File: config.mk
export PLATFORM = sky130hd
export DESIGN_NAME = cpu_clken_ctrl
export DESIGN_NICKNAME = d
export VERILOG_FILES = /design/src/rtl/cpu_clken_ctrl.sv
export SDC_FILE = /design/constraint.sdc
export NUM_CORES = 1
export LEC_CHECK = 0
export ABC_AREA = 0
export CORE_MARGIN = 4
export CORE_UTILIZATION = 30
export CTS_BUF_LIST = sky130_fd_sc_hd__clkbuf_2
export DETAILED_ROUTE_END_ITERATION = 12
export GPL_ROUTABILITY_DRIVEN = 0
export SETUP_SLACK_MARGIN = 0.4
export SLEW_MARGIN = 15
export SYNTH_ARGS = -nofsm -noshare
export SYNTH_HDL_FRONTEND = slang
export SYNTH_SLANG_ARGS = --single-unit
File: constraint.sdc
create_clock -name clk_sys -period 2.26 [get_ports clk_sys]
set_input_delay 0.452 -clock clk_sys [delete_from_list [all_inputs] [get_ports clk_sys]]
set_output_delay 0.452 -clock clk_sys [all_outputs]
set_load 0.05 [all_outputs]
File: src/rtl/cpu_clken_ctrl.sv
// CPU/peripheral clock-enable generator and turbo-speed controller for the Spectrum host.
// Optional macro CPU_CONTENTION_EN: at 1x speed the CPU phases come from the video contention strobes.
module cpu_clken_ctrl #(
  parameter int unsigned DIV_W     = 6,
  parameter int unsigned TURBO_W   = 5,
  parameter int unsigned SETTLE    = 2,
  parameter int unsigned STALL_LVL = 2
) (
  input  logic               clk_sys,
  input  logic               reset_n,
  input  logic [TURBO_W-1:0] turbo_req,
  input  logic               ram_ready,
  input  logic               hold,
  input  logic               ce_cpu_sp,
  input  logic               ce_cpu_sn,
  output logic               ce_cpu_p,
  output logic               ce_cpu_n,
  output logic               ce_cpu,
  output logic               ce_psg,
  output logic               ce_28m,
  output logic               ce_7mp,
  output logic               ce_7mn,
  output logic [TURBO_W-1:0] turbo,
  output logic               cpu_en,
  output logic               req_err
);

  localparam int unsigned TO_W = 4;

  typedef enum logic [1:0] {
    ST_RUN     = 2'd0,
    ST_SETTLE  = 2'd1,
    ST_WAITRDY = 2'd2,
    ST_STALL   = 2'd3
  } state_t;

  state_t            state;
  logic [TO_W-1:0]   timeout;
  logic [DIV_W-1:0]  cnt;

  logic [DIV_W-1:0]   turbo_x;
  logic [DIV_W-1:0]   tn_val;
  logic [TURBO_W-1:0] req_inc;
  logic               tp;
  logic               tn;
  logic               sp;
  logic               sn;
  logic               req_valid;
  logic               req_change;
  logic               fast_lvl;

  // Phase decode: tp when all masked bits are zero, tn when only the top masked bit is set
  assign turbo_x = DIV_W'(turbo);
  assign tn_val  = DIV_W'(turbo & ~(turbo >> 1));
  assign tp      = ((cnt & turbo_x) == '0);
  assign tn      = ((cnt & turbo_x) == tn_val);

`ifdef CPU_CONTENTION_EN
  assign sp = (&turbo) ? ce_cpu_sp : tp;
  assign sn = (&turbo) ? ce_cpu_sn : tn;
`else
  logic unused_contention;
  assign unused_contention = ce_cpu_sp ^ ce_cpu_sn;
  assign sp = tp;
  assign sn = tn;
`endif

  // Thermometer check: non-zero and adding one clears every set bit
  assign req_inc    = TURBO_W'(turbo_req + TURBO_W'(1));
  assign req_valid  = (turbo_req != '0) && ((turbo_req & req_inc) == '0);
  assign req_change = req_valid && (turbo_req != turbo);
  assign fast_lvl   = (turbo[TURBO_W-1:STALL_LVL] == '0);

  always_ff @(posedge clk_sys or negedge reset_n) begin
    if (!reset_n) begin
      cnt      <= '0;
      ce_cpu_p <= 1'b0;
      ce_cpu_n <= 1'b0;
      ce_cpu   <= 1'b0;
      ce_psg   <= 1'b0;
      ce_28m   <= 1'b0;
      ce_7mp   <= 1'b0;
      ce_7mn   <= 1'b0;
      turbo    <= '1;
      cpu_en   <= 1'b0;
      req_err  <= 1'b0;
      state    <= ST_SETTLE;
      timeout  <= TO_W'(SETTLE);
    end else begin
      cnt      <= cnt + DIV_W'(1);
      ce_28m   <= (cnt[1:0] == 2'd0);
      ce_7mp   <= (cnt[2:0] == 3'd0) && !cnt[3];
      ce_7mn   <= (cnt[2:0] == 3'd0) && cnt[3];
      ce_psg   <= (cnt == '0);
      ce_cpu_p <= cpu_en & sp;
      ce_cpu_n <= cpu_en & sn;
      ce_cpu   <= cpu_en & tp;

      if (!req_valid) begin
        req_err <= 1'b1;
      end

      // Control only moves on sn so cpu_en never clips a strobe pair
      if (sn) begin
        case (state)
          ST_RUN: begin
            if (req_change) begin
              turbo   <= turbo_req;
              cpu_en  <= 1'b0;
              timeout <= TO_W'(SETTLE);
              state   <= ST_SETTLE;
            end else if (hold || (fast_lvl && !ram_ready)) begin
              cpu_en <= 1'b0;
              state  <= ST_STALL;
            end
          end
          ST_SETTLE: begin
            if (req_change) begin
              turbo   <= turbo_req;
              timeout <= TO_W'(SETTLE);
            end else if (timeout <= TO_W'(1)) begin
              timeout <= '0;
              state   <= ST_WAITRDY;
            end else begin
              timeout <= timeout - TO_W'(1);
            end
          end
          ST_WAITRDY, ST_STALL: begin
            if (req_change) begin
              turbo   <= turbo_req;
              timeout <= TO_W'(SETTLE);
              state   <= ST_SETTLE;
            end else if (ram_ready && !hold) begin
              cpu_en <= 1'b1;
              state  <= ST_RUN;
            end
          end
          default: begin
            state   <= ST_SETTLE;
            timeout <= TO_W'(SETTLE);
          end
        endcase
      end
    end
  end

endmodule
---- Yosys cells after proc, flatten, opt, wreduce, memory -nomap -nowiden ----
Index checks and enable logic that the tools add are counted.
word-level totals
  register bits after elaboration ......... 25
  word-level logic and storage cells ...... 79
cells by class
  add/sub/neg operators ................... 3
  order comparisons ....................... 1
  equal/unequal tests ..................... 13
  mux-type cells .......................... 18
  bitwise operators ....................... 6
  reductions and logical operators ........ 26
operator list
  operator             count
  $logic_not 6->1      2
  $mux 2               6
  $mux 4               3
  $mux 5               2
  $reduce_and 5->1     2
  $ne 2x2->1 const B   4
  $pmux 4 s2           1
  $add 6x1->6 const B  1
  $and 5x6->6          1
  $and 6x5->6          1
  $eq 6x6->1           1
  $logic_and 1x1->1    6
  $logic_not 3->1      2
  $ne 3x3->1 const B   2
  $not 4->6            1
  $pmux 2 s3           1
  $add 5x1->5 const B  1
  $and 5x5->5          1
  $logic_not 5->1      1
  $ne 5x5->1           1
  $reduce_bool 5->1    1
  $eq 2x2->1 const B   2
  $le 4x1->1 const B   1
  $logic_not 2->1      2
  13 further kinds     21

---- Longest topological paths before layout ----
  depth after elaboration ................. 7
  gate-level depth with buffers ........... 7
  gate-level depth less buffers ........... 6

---- Worst setup path before layout ----
No wires, ideal clock.
  kind .................................... register to register
  start point ............................. reg turbo[3]
  end point ............................... reg timeout[2]
  library setup time ...................... 0.066 ns
  arrival ................................. 1.921 ns
  required time ........................... 2.194 ns
  slack ................................... 0.273 ns
  cell stages (with the launch flop) ...... 8
  buffers on the path ..................... 2
  cells stage by stage .................... dfstp_2 -> buf_2 -> xnor2_1 -> nand3_1 -> o31ai_1 -> and2_1 -> buf_2 -> a41o_1
between the ends
  word-level cells in the longest chain between the ends .. 4
  elaborated cells on any way between the ends .. 10
  those cells by class .................... 3 x eq/ne; 2 x mux; 3 x bitwise; 2 x reduce/logical
RTL lines
  item                                              RTL line  RTL
  start, declared                                   23        output logic [TURBO_W-1:0] turbo,
  start signal, assigned                            108       turbo <= turbo_req;
  start signal, assigned                            119       turbo <= turbo_req;
  start signal, assigned                            130       turbo <= turbo_req;
  $ne 5x5->1 or $not 4->6 (tied branches)           71, 54
  $logic_and 1x1->1 or $and 5x6->6 (tied branches)  71, 54
  $mux 4, or another cell as far along              118       if (req_change) begin
  $pmux 4 s2 or $reduce_and 2->1 (tied branches)    -
  end signal, assigned                              110       timeout <= TO_W'(SETTLE);
  end signal, assigned                              120       timeout <= TO_W'(SETTLE);
  end signal, assigned                              125       timeout <= timeout - TO_W'(1);
  end, declared                                     38        logic [TO_W-1:0] timeout;
Several ways; a longest one is shown, not always the timed one.
A chain may end at the register's enable or synchronous reset.

---- Final worst setup path ----
  start point ............................. reg turbo[4]
  end point ............................... reg turbo[4]
between the ends
  word-level cells in the longest chain between the ends .. 4
  elaborated cells on any way between the ends .. 8
  those cells by class .................... 3 x eq/ne; 3 x bitwise; 2 x reduce/logical
RTL lines
  item                                                       RTL line
  $ne 5x5->1 or $not 4->6 (tied branches)                    71, 54
  $logic_and 1x1->1 or $and 5x6->6 (tied branches)           71, 54
  $ne 2x1->1 (no source line) or $eq 6x6->1 (tied branches)  -
  $reduce_and 2->1 (no source line) (*)                      -
Every way passes the cells marked *; elsewhere a longest branch is shown, timed or not.

==> run summary <==
Outcome: finished, final reports clean
Simple-gate share of the synthesized area: 0.150
Layout cells sized above 1: 0.228
Num CTS Buffers: 3
Largest stage delay, worst path: 720 ps
Number of global-route vias before repair: 995
Clk slew on worst S/H paths: 250 ps
Nets: 161
Synth Warn #: 0
Post-route cell area: 1630 um2
Root Driver: clkbuf_2
Worst-path cell chain: o2bb2ai_2, a222oi_1, o311a_2, buf_6, nand2_8, mux2_4
Via count: 976
Fraction of synthesized area in multiplexers: 0.0454
Worst-path maximum fanout: 7
Syn Nets: 136
Static Leakage: 0.720 nW
WL final: 2.61 mm
Area grow syn2layout: 23.5%
Post-synth EDFFs: 0
CP Capture Type: flop
GRT overflow: 0
CP arrival: 2180 ps
Core ar.: 4140 um2
Routed metal-1 wirelength: 1.15 mm
PnR worst setup slack: 390 ps
FF+latch count, synth: 25
CP max-delay cell: dfstp_4
CP Class: flop to flop
I/O pins: 25
Critical Path RT: 2570 ps
Max_cap viols: 0
Final ANT Viol Nets: 0
Most frequent cells in the layout: dfrtp_1, nor2_1, inv_1, clkdlybuf4s50_1, dlygate4sd2_1
DR pass1 iterations: 4
Die ar.: 5530 um2
Initial antenna violation count: 0
Vias/cell: 5.01
Longest Clk Path Bufs: 2
Core Util, Final: 0.394
Worst min-delay path class: input pin to asynchronous set/reset pin
CTS H-Tree Depth: 1
Routed wl met2: 1.34 mm
Slew headroom: 0.672
Residual DRC count: 0
Pre-CTS WS: 42.8 ps
Synth async-reset ratio: 1.00
Top layer in use: met4
Period minus WS final: 1870 ps
Most used DFF post-synth: dfrtp_1
Commonest non-fill, non-tap cell in the layout: dfrtp_1
Syn avg cell area: 10.9 um2
DRT iter0 DRCs: 13
Worst skew pair latency: 340 ps
DP Area: 1570 um2
GRT Util Overall: 0.101
Peak supply drop: 976 uV
Die Wd: 74.4 um
Die height: 74.4 um
CTS tree: built
Final period util: 0.827
Synth Area in Compound Gates: 0.153
Setup crit start kind: flop
IO buf count: 22
Max Slew Vio Count: 0
Clk sink count: 25
XOR/XNOR Fraction of Synth Area: 0.0728
RSZ-0062 raised after global routing: true
WL/cell: 13.4 um
CP top delay family: flip-flops
Number of diodes: 0
Dpl hpwl: 2.00 mm
Final TNS setup: 0 ps
Largest family of logic cells by synthesized area: compound AO/OA/AOI/OAI gates
Row count: 23
First-pass GRT wire length: 4.38 mm
Cells after Synth: 121
Post-synth cell types: 39
CP Buf/Inv Count: 1
Largest net degree at the start of global routing: 26
Hold buffers post-CTS: 0
Post-synthesis sequential area ratio: 0.480
Initial core utilization: 0.319
Worst Clk Skew: 4.15 ps
Mapped Area: 1320 um2
Pwr per Cell Area: 1230 nW/um2
Synth Area in Adders: 0.0378
Met3 Routed Length: 87 um
Measured slew at the worst slew-check pin: 493 ps
Final hold vios: 0
R2R setup slack: 390 ps
F_max: 535 MHz
Final setup violation count: 0
-- report_power, final --
group | switching [mW] | internal (mW) | total [mW] | leakage, nW
Combinational | 0.594 | 0.451 | 1.04 | 0.420
Clock | 0.140 | 0.0411 | 0.181 | 0.0126
Sequential | 0.172 | 0.612 | 0.783 | 0.287
-- cell usage after synthesis (2+ instances only) --
cell	count	area [um2]
dfrtp_1	18	450
nor2_1	9	33.8
inv_1	8	30.0
dfstp_2	7	184
nand2_1	7	26.3
xnor2_1	7	61.3
nand2b_1	6	37.5
ha_1	4	50.1
mux2_4	4	60.1
xor2_1	4	35.0
a32o_1	3	30.0
and2_1	3	18.8
buf_2	3	15.0
nand3_1	3	15.0
nor2b_1	3	18.8
nor4_1	3	18.8
o21ai_1	3	15.0
a22oi_1	2	15.0
a31oi_1	2	12.5
buf_6	2	22.5
nor3_1	2	10.0
-- cell type report --
| cell class | instances | area, um2 |
|---|---|---|
| tap | 50 | 62.6 |
| multi-input combinational | 81 | 647 |
| clock buffer | 3 | 15.0 |
| clock inverter | 1 | 7.51 |
| inverter | 8 | 30.0 |
| fill | 431 | 2510 |
| timing repair buffer | 27 | 233 |
| sequential | 25 | 638 |
-- timing repair --
action                     4_1_cts  5_1_grt
setup endpoints to repair       23       15
resized for setup               23       15
pin swaps                        1        1
buffers inserted                 3        1
-- kinds of logic (layout without fill, tap and decap cells) --
logic type,after synthesis,in the layout
buffers and inverters,15,39
xor gates and xnor gates,11,11
DFF,25,25
and+or+nand+nor,38,38
muxes,4,4
adders and majority gates,4,4
AOI/OAI and AO/OA,24,24
-- stage by stage --
stage | instances | total power, mW | hold WS [ps]
final | 195 | 2.01 | 412
after global routing | 195 | 2.14 | 428
after detailed placement | 187 | 1.73 | 455
after floorplan | 121 | 1.52 | 156
after CTS | 194 | 1.94 | 425
after global placement | 187 | 1.69 | 453
-- worst register-to-register path, stage by stage (launching register included) --
cell and delay [ps]:
dfstp_4 720, o2bb2ai_2 60, a222oi_1 300, o311a_2 280
buf_6 130, nand2_8 60, mux2_4 290
-- registers in the layout, indices dropped and copies added, names as in the netlist --
register and flops:
cnt 6, turbo 5, timeout 4, state 2, ce_28m 1, ce_7mn 1
ce_7mp 1, ce_cpu 1, ce_cpu_n 1, ce_psg 1, cpu_en 1, req_err 1
-- layer usage --
metal	track usage	vias up
met5	0	-
met4	0.0395	0
met3	0.0149	4
met2	0.181	20
met1	0.121	481
li1	-	471
-- final timing paths --
| kind | endpoint | depth (start not counted) | start |
|---|---|---|---|
| worst max-delay path | turbo[4] | 6 | turbo[4] |
| worst min-delay path | cnt[1] | 2 | reset_n |
| max in group asynchronous | timeout[1] | 2 | reset_n |
| min in group clk_sys | ce_psg | 1 | cnt[5] |
| worst max register to register | turbo[4] | 6 | turbo[4] |
| worst min register to register | ce_psg | 1 | cnt[5] |
Power figures use the tool's default switching activity.
